### src/rtl/avaliador_execucao.sv
// Scores a live performance one expected entry at a time: pitch check,
// duration within a tolerance window, and a no-press timeout. Keeps
// saturating hit/error counts and ends the run on the last entry or on the
// error limit.
module avaliador_execucao #(
   parameter int NOTA_W    = 4,
   parameter int TEMPO_W   = 4,
   parameter int TOL       = 1,
   parameter int TIMEOUT   = 16,
   parameter int MAX_ERROS = 3,
   parameter int ERRO_W    = 3,
   parameter int ACERTO_W  = 5
) (
   input  logic                clock,
   input  logic                reset,
   input  logic                inicia,
   input  logic                metro_tick,
   input  logic [NOTA_W-1:0]   nota,
   input  logic                esp_valid,
   output logic                esp_ready,
   input  logic [NOTA_W-1:0]   esp_nota,
   input  logic [TEMPO_W-1:0]  esp_tempo,
   input  logic                esp_ultimo,
   output logic                res_valid,
   output logic [1:0]          res_codigo,
   output logic [ACERTO_W-1:0] acertos,
   output logic [ERRO_W-1:0]   erros,
   output logic                ativo,
   output logic                fim,
   output logic                fim_por_erro
);
   // Hold counter must reach 2^TEMPO_W+TOL; the wait counter must reach TIMEOUT.
   localparam int SEG_MAX = (1 << TEMPO_W) + TOL;
   localparam int CNT_MAX = (SEG_MAX > TIMEOUT) ? SEG_MAX : TIMEOUT;
   localparam int CNT_W   = $clog2(CNT_MAX + 1);
   localparam int DIF_W   = CNT_W + 1;

   localparam logic [CNT_W-1:0]  SEG_LIM  = CNT_W'(SEG_MAX);
   localparam logic [CNT_W-1:0]  TO_ULT   = CNT_W'(TIMEOUT - 1);
   localparam logic [DIF_W-1:0]  TOL_D    = DIF_W'(TOL);
   localparam logic [ERRO_W-1:0] ERRO_LIM = ERRO_W'(MAX_ERROS);

   typedef enum logic [2:0] {
      OCIOSO,
      BUSCA,
      ESPERA,
      SEGURA,
      AVALIA,
      FIM
   } estado_t;

   estado_t             estado_reg;
   logic [CNT_W-1:0]    ticks_reg;
   logic [NOTA_W-1:0]   esp_nota_reg;
   logic [TEMPO_W-1:0]  esp_tempo_reg;
   logic                esp_ultimo_reg;
   logic [NOTA_W-1:0]   pressionada_reg;
   logic                res_valid_reg;
   logic [1:0]          res_codigo_reg;
   logic [ACERTO_W-1:0] acertos_reg;
   logic [ERRO_W-1:0]   erros_reg;
   logic                fim_por_erro_reg;

   logic [DIF_W-1:0]    medido;
   logic [DIF_W-1:0]    esperado;
   logic [DIF_W-1:0]    dif;
   logic                pontua;
   logic [1:0]          codigo_pont;

   // Decide whether this edge scores the entry and with which code.
   // The timeout fires on the tick that would bring the count to TIMEOUT, so
   // res_valid lands exactly one clock after that tick.
   always_comb begin
      medido      = DIF_W'(ticks_reg);
      esperado    = DIF_W'(esp_tempo_reg);
      dif         = (medido >= esperado) ? (medido - esperado) : (esperado - medido);
      pontua      = 1'b0;
      codigo_pont = 2'b00;
      case (estado_reg)
         ESPERA: begin
            if ((nota == '0) && metro_tick && (ticks_reg == TO_ULT)) begin
               pontua      = 1'b1;
               codigo_pont = 2'b11;
            end
         end
         SEGURA: begin
            if (nota == '0) begin
               pontua = 1'b1;
               if (pressionada_reg != esp_nota_reg) begin
                  codigo_pont = 2'b01;
               end else if (dif > TOL_D) begin
                  codigo_pont = 2'b10;
               end
            end
         end
         default: begin
            pontua      = 1'b0;
            codigo_pont = 2'b00;
         end
      endcase
   end

   // Run sequencing, tick counting and saturating score counters.
   // Any state change takes priority over a coincident tick, which is dropped.
   always_ff @(posedge clock) begin
      if (reset) begin
         estado_reg       <= OCIOSO;
         ticks_reg        <= '0;
         esp_nota_reg     <= '0;
         esp_tempo_reg    <= '0;
         esp_ultimo_reg   <= 1'b0;
         pressionada_reg  <= '0;
         res_valid_reg    <= 1'b0;
         res_codigo_reg   <= 2'b00;
         acertos_reg      <= '0;
         erros_reg        <= '0;
         fim_por_erro_reg <= 1'b0;
      end else begin
         res_valid_reg <= 1'b0;
         if (pontua) begin
            res_valid_reg  <= 1'b1;
            res_codigo_reg <= codigo_pont;
            if (codigo_pont == 2'b00) begin
               if (acertos_reg != '1) begin
                  acertos_reg <= acertos_reg + 1'b1;
               end
            end else if (erros_reg != '1) begin
               erros_reg <= erros_reg + 1'b1;
            end
         end
         case (estado_reg)
            OCIOSO, FIM: begin
               if (inicia) begin
                  estado_reg       <= BUSCA;
                  acertos_reg      <= '0;
                  erros_reg        <= '0;
                  fim_por_erro_reg <= 1'b0;
               end
            end
            BUSCA: begin
               if (esp_valid) begin
                  esp_nota_reg   <= esp_nota;
                  esp_tempo_reg  <= esp_tempo;
                  esp_ultimo_reg <= esp_ultimo;
                  ticks_reg      <= '0;
                  estado_reg     <= ESPERA;
               end
            end
            ESPERA: begin
               if (nota != '0) begin
                  ticks_reg       <= '0;
                  pressionada_reg <= nota;
                  estado_reg      <= SEGURA;
               end else if (pontua) begin
                  estado_reg <= AVALIA;
               end else if (metro_tick) begin
                  ticks_reg <= ticks_reg + 1'b1;
               end
            end
            SEGURA: begin
               if (nota == '0) begin
                  estado_reg <= AVALIA;
               end else if (metro_tick && (ticks_reg != SEG_LIM)) begin
                  ticks_reg <= ticks_reg + 1'b1;
               end
            end
            AVALIA: begin
               if (esp_ultimo_reg || (erros_reg == ERRO_LIM)) begin
                  estado_reg       <= FIM;
                  fim_por_erro_reg <= (erros_reg == ERRO_LIM);
               end else begin
                  estado_reg <= BUSCA;
               end
            end
            default: estado_reg <= OCIOSO;
         endcase
      end
   end

   assign esp_ready    = (estado_reg == BUSCA);
   assign ativo        = (estado_reg == BUSCA) || (estado_reg == ESPERA) ||
                         (estado_reg == SEGURA) || (estado_reg == AVALIA);
   assign fim          = (estado_reg == FIM);
   assign res_valid    = res_valid_reg;
   assign res_codigo   = res_codigo_reg;
   assign acertos      = acertos_reg;
   assign erros        = erros_reg;
   assign fim_por_erro = fim_por_erro_reg;

endmodule

### config.mk
export PLATFORM = sky130hd
export DESIGN_NAME = avaliador_execucao
export DESIGN_NICKNAME = d
export VERILOG_FILES = /design/src/rtl/avaliador_execucao.sv
export SDC_FILE = /design/constraint.sdc
export NUM_CORES = 1
export LEC_CHECK = 0
export CAP_MARGIN = 20
export CORE_ASPECT_RATIO = 1.75
export CORE_MARGIN = 10
export CORE_UTILIZATION = 40
export DETAILED_ROUTE_END_ITERATION = 8
export GPL_TIMING_DRIVEN = 0
export PLACE_DENSITY = 0.65
export RECOVER_POWER = 25
export SETUP_SLACK_MARGIN = 0.5
export SLEW_MARGIN = 10
export SYNTH_ARGS = -nofsm -noshare
export SYNTH_HDL_FRONTEND = slang
export SYNTH_SLANG_ARGS = --single-unit
export TNS_END_PERCENT = 100
### constraint.sdc
create_clock -name clock -period 3.05 [get_ports clock]
set_input_delay 0.61 -clock clock [delete_from_list [all_inputs] [get_ports clock]]
set_output_delay 0.61 -clock clock [all_outputs]
set_load 0.01 [all_outputs]
==> metrics.cfg <==
[placed_design]
dp_cells=335
portBuffers=31
hpwl_mm=4.24
gp_congestion=0.811
dp_slack_ns=-0.245

[worst_hold_path]
hold_end=esp_nota_reg[1]$_SDFFE_PP0P_
min_path_cells=2
worstHoldPathType=reg -> reg
hp-start=esp_nota_reg[1]$_SDFFE_PP0P_

[clock_tree]
clk_latency_ns=0.29
cts.path.max_buffers=2
tritoncts=yes
cts_max_level=2
cts-root-buf=clkbuf_8
cts_made_buffers=5
cts.sinks=33
clk_pin_slew_ns=0.07

[global_route]
grt_pass1_wl_mm=9.11
grt_usage_pct=13.4
grt_antenna_before_repair=0
grt_pass1_vias=2000
grt_max_degree=12
grt_overflow=0

[synth]
synthMuxAreaShare_pct=4.03
synth_area_um2=2020
synthCells=250
synthSimpleGateAreaFrac_pct=24.3
synth_nets=283
ys.warnings.count=0
synth_edf_count=0
synth-adder-area-share_pct=10.0
ys_seq_area_share_pct=32.7
synth_area_per_cell_um2=8.08
yosys_most_used_dff=dfxtp_1
yosys.area_share.xor_xnor_pct=3.04
synth_top_family_by_area=simple AND/OR/NAND/NOR gates
synth-compound-area-share_pct=20.1
ys_seq_elements=33
ys_types=53
async_reset_ff_share_pct=0

[sta]
min_period_over_period_pct=90.3
relSlewSlack_pct=59.4
setup_slack_ns=0.294
clock.fmax_ghz=0.363
finClkSkew_ns=0.00891
finalHoldWorstSlack_ns=0.473
rsz0062_at_grt=true
finalCriticalPeriod_ns=2.76
setup_viol=0
maxSlewViolCount=0
hold_violations=0
tightest_slew_ns=0.602

[power]
powerDensity_nw_per_um2=465
power_w=0.00122
peakVddDrop_mv=0.430
p_leak_nw=1.01

[detailed_routing]
wl_mm=5.31
drc=0
first_pass_iters=4
viasPerCell=5.41
via_count=1883
drt_iter0_drc=51
final_antenna_net_count=0
avgRoutedWirePerCell_um=15.3

[setup_path]
worstPathArrival_ns=2.94
required_ns=3.23
path_max_fanout=9
worst-r2r-setup-slack_ns=0.29
setup.worst_path.start_class=register
worstSetupEndpointType=register
rr_worst_depth=11
path_class=reg -> reg
r2r-start=esp_tempo_reg[0]$_SDFFE_PP0P_
rr_endpoint=acertos[0]$_SDFF_PP0_

[cells_and_area]
antenna_cells=0
final_cell_mix=nand2_1, dfxtp_1, clkdlybuf4s50_1, a21oi_1, nor2_1
stdcell_count=348
finalNetCount=326
mostFrequentLayoutCell=nand2_1
area_delta_synth_final_pct=29.4
drive_gt1_share_pct=11.9

[floorplanning]
coreArea_um2=4930
die_h_um=114
rows=34
die_w_um=73.7
die-area_um2=8400
pin_count=33
start_util_pct=40.9

[run]
cap_violations=0

[outcome]
outcome=finished clean

[logic make-up (layout without fill, tap and decap cells)]
logic type,count (synthesis),in the layout
buf+inv,29,73
flops,33,33
fa+ha+maj,15,15
simple gates,98,98
mux,8,8
compound gates,60,60
xor+xnor,7,7
[repair_timing]
item,4_1_cts,5_1_grt
setup buffers,3,2
hold buffers,0,0
gates resized for setup,5,10
pin swaps,1,3
hold endpoints to repair,0,0
endpoints found under the setup margin,16,16
[metal layers]
metal  routed length [um]  global-route usage (%)  vias up
met2                 3050                    25.9       34
met3                  170                    3.04       11
met1                 1920                    12.2      883
met4                  161                    6.37        0
met5                    0                       0        -
li1                     -                       -      955
[critical path, stage by stage (launching register included)]
cell     delay [ns]
dfxtp_2        0.34
inv_2          0.06
ha_4           0.12
inv_2          0.04
fa_2           0.42
xor2_1         0.15
or4_1          0.41
or4_4          0.44
a32oi_4        0.25
buf_12         0.16
nand4_4        0.09
mux2i_1        0.15
[synth_stat cells, types with 3 or more instances]
master    instances  area (um2)
nand2_1          38         143
inv_1            18        67.6
ha_1             13         163
nand2b_1          5        31.3
xor2_1            6        52.6
clkbuf_1          9        33.8
dfxtp_1          33         661
and3_1            4        25.0
mux2i_1           7        70.1
nor2_1           23        86.3
nand3_1           8        40.0
a22oi_1           5        37.5
o21ai_0           4        20.0
a21oi_1          24         120
o21a_1            3        22.5
[final cells by class]
cell class                 count  area, um2
inverter                      18       67.6
fill                         510       2320
tap                           54       67.6
timing repair buffer          36        360
multi-input combinational    188       1310
sequential                    33        667
clock buffer                   5       68.8
clock inverter                 3       17.5
buffer                        11       51.3
[worst max-delay path by stage]
stage                                  startpoint                     to
CTS                 esp_tempo_reg[0]$_SDFFE_PP0P_  acertos[4]$_SDFF_PP0_
detailed placement                        nota[0]  acertos[3]$_SDFF_PP0_
finish              esp_tempo_reg[0]$_SDFFE_PP0P_  acertos[0]$_SDFF_PP0_
global placement                          nota[0]  acertos[3]$_SDFF_PP0_
floorplan           esp_tempo_reg[0]$_SDFFE_PP0P_    erros[2]$_SDFF_PP0_
global route        esp_tempo_reg[0]$_SDFFE_PP0P_  acertos[4]$_SDFF_PP0_
[stage by stage]
stage / TNS (ns) / cell area [um2] / utilization (%)
2_1_floorplan: 0 / 2040 / -
3_3_place_gp: -0.358 / 2420 / 49.0
3_5_place_dp: -0.411 / 2420 / 49.0
4_1_cts: 0 / 2560 / 51.9
5_1_grt: 0 / 2610 / 52.9
6_report: 0 / 2610 / 52.9
[power by group]
group	leakage (nW)	internal (W)	switching (W)	total, W
sequential	0.269	0.000450	0.0000207	0.000471
combinational	0.701	0.000189	0.000226	0.000416
clock	0.0439	0.000157	0.000171	0.000329
total	1.01	0.000797	0.000419	0.00122
(Power assumes the default switching activity.)
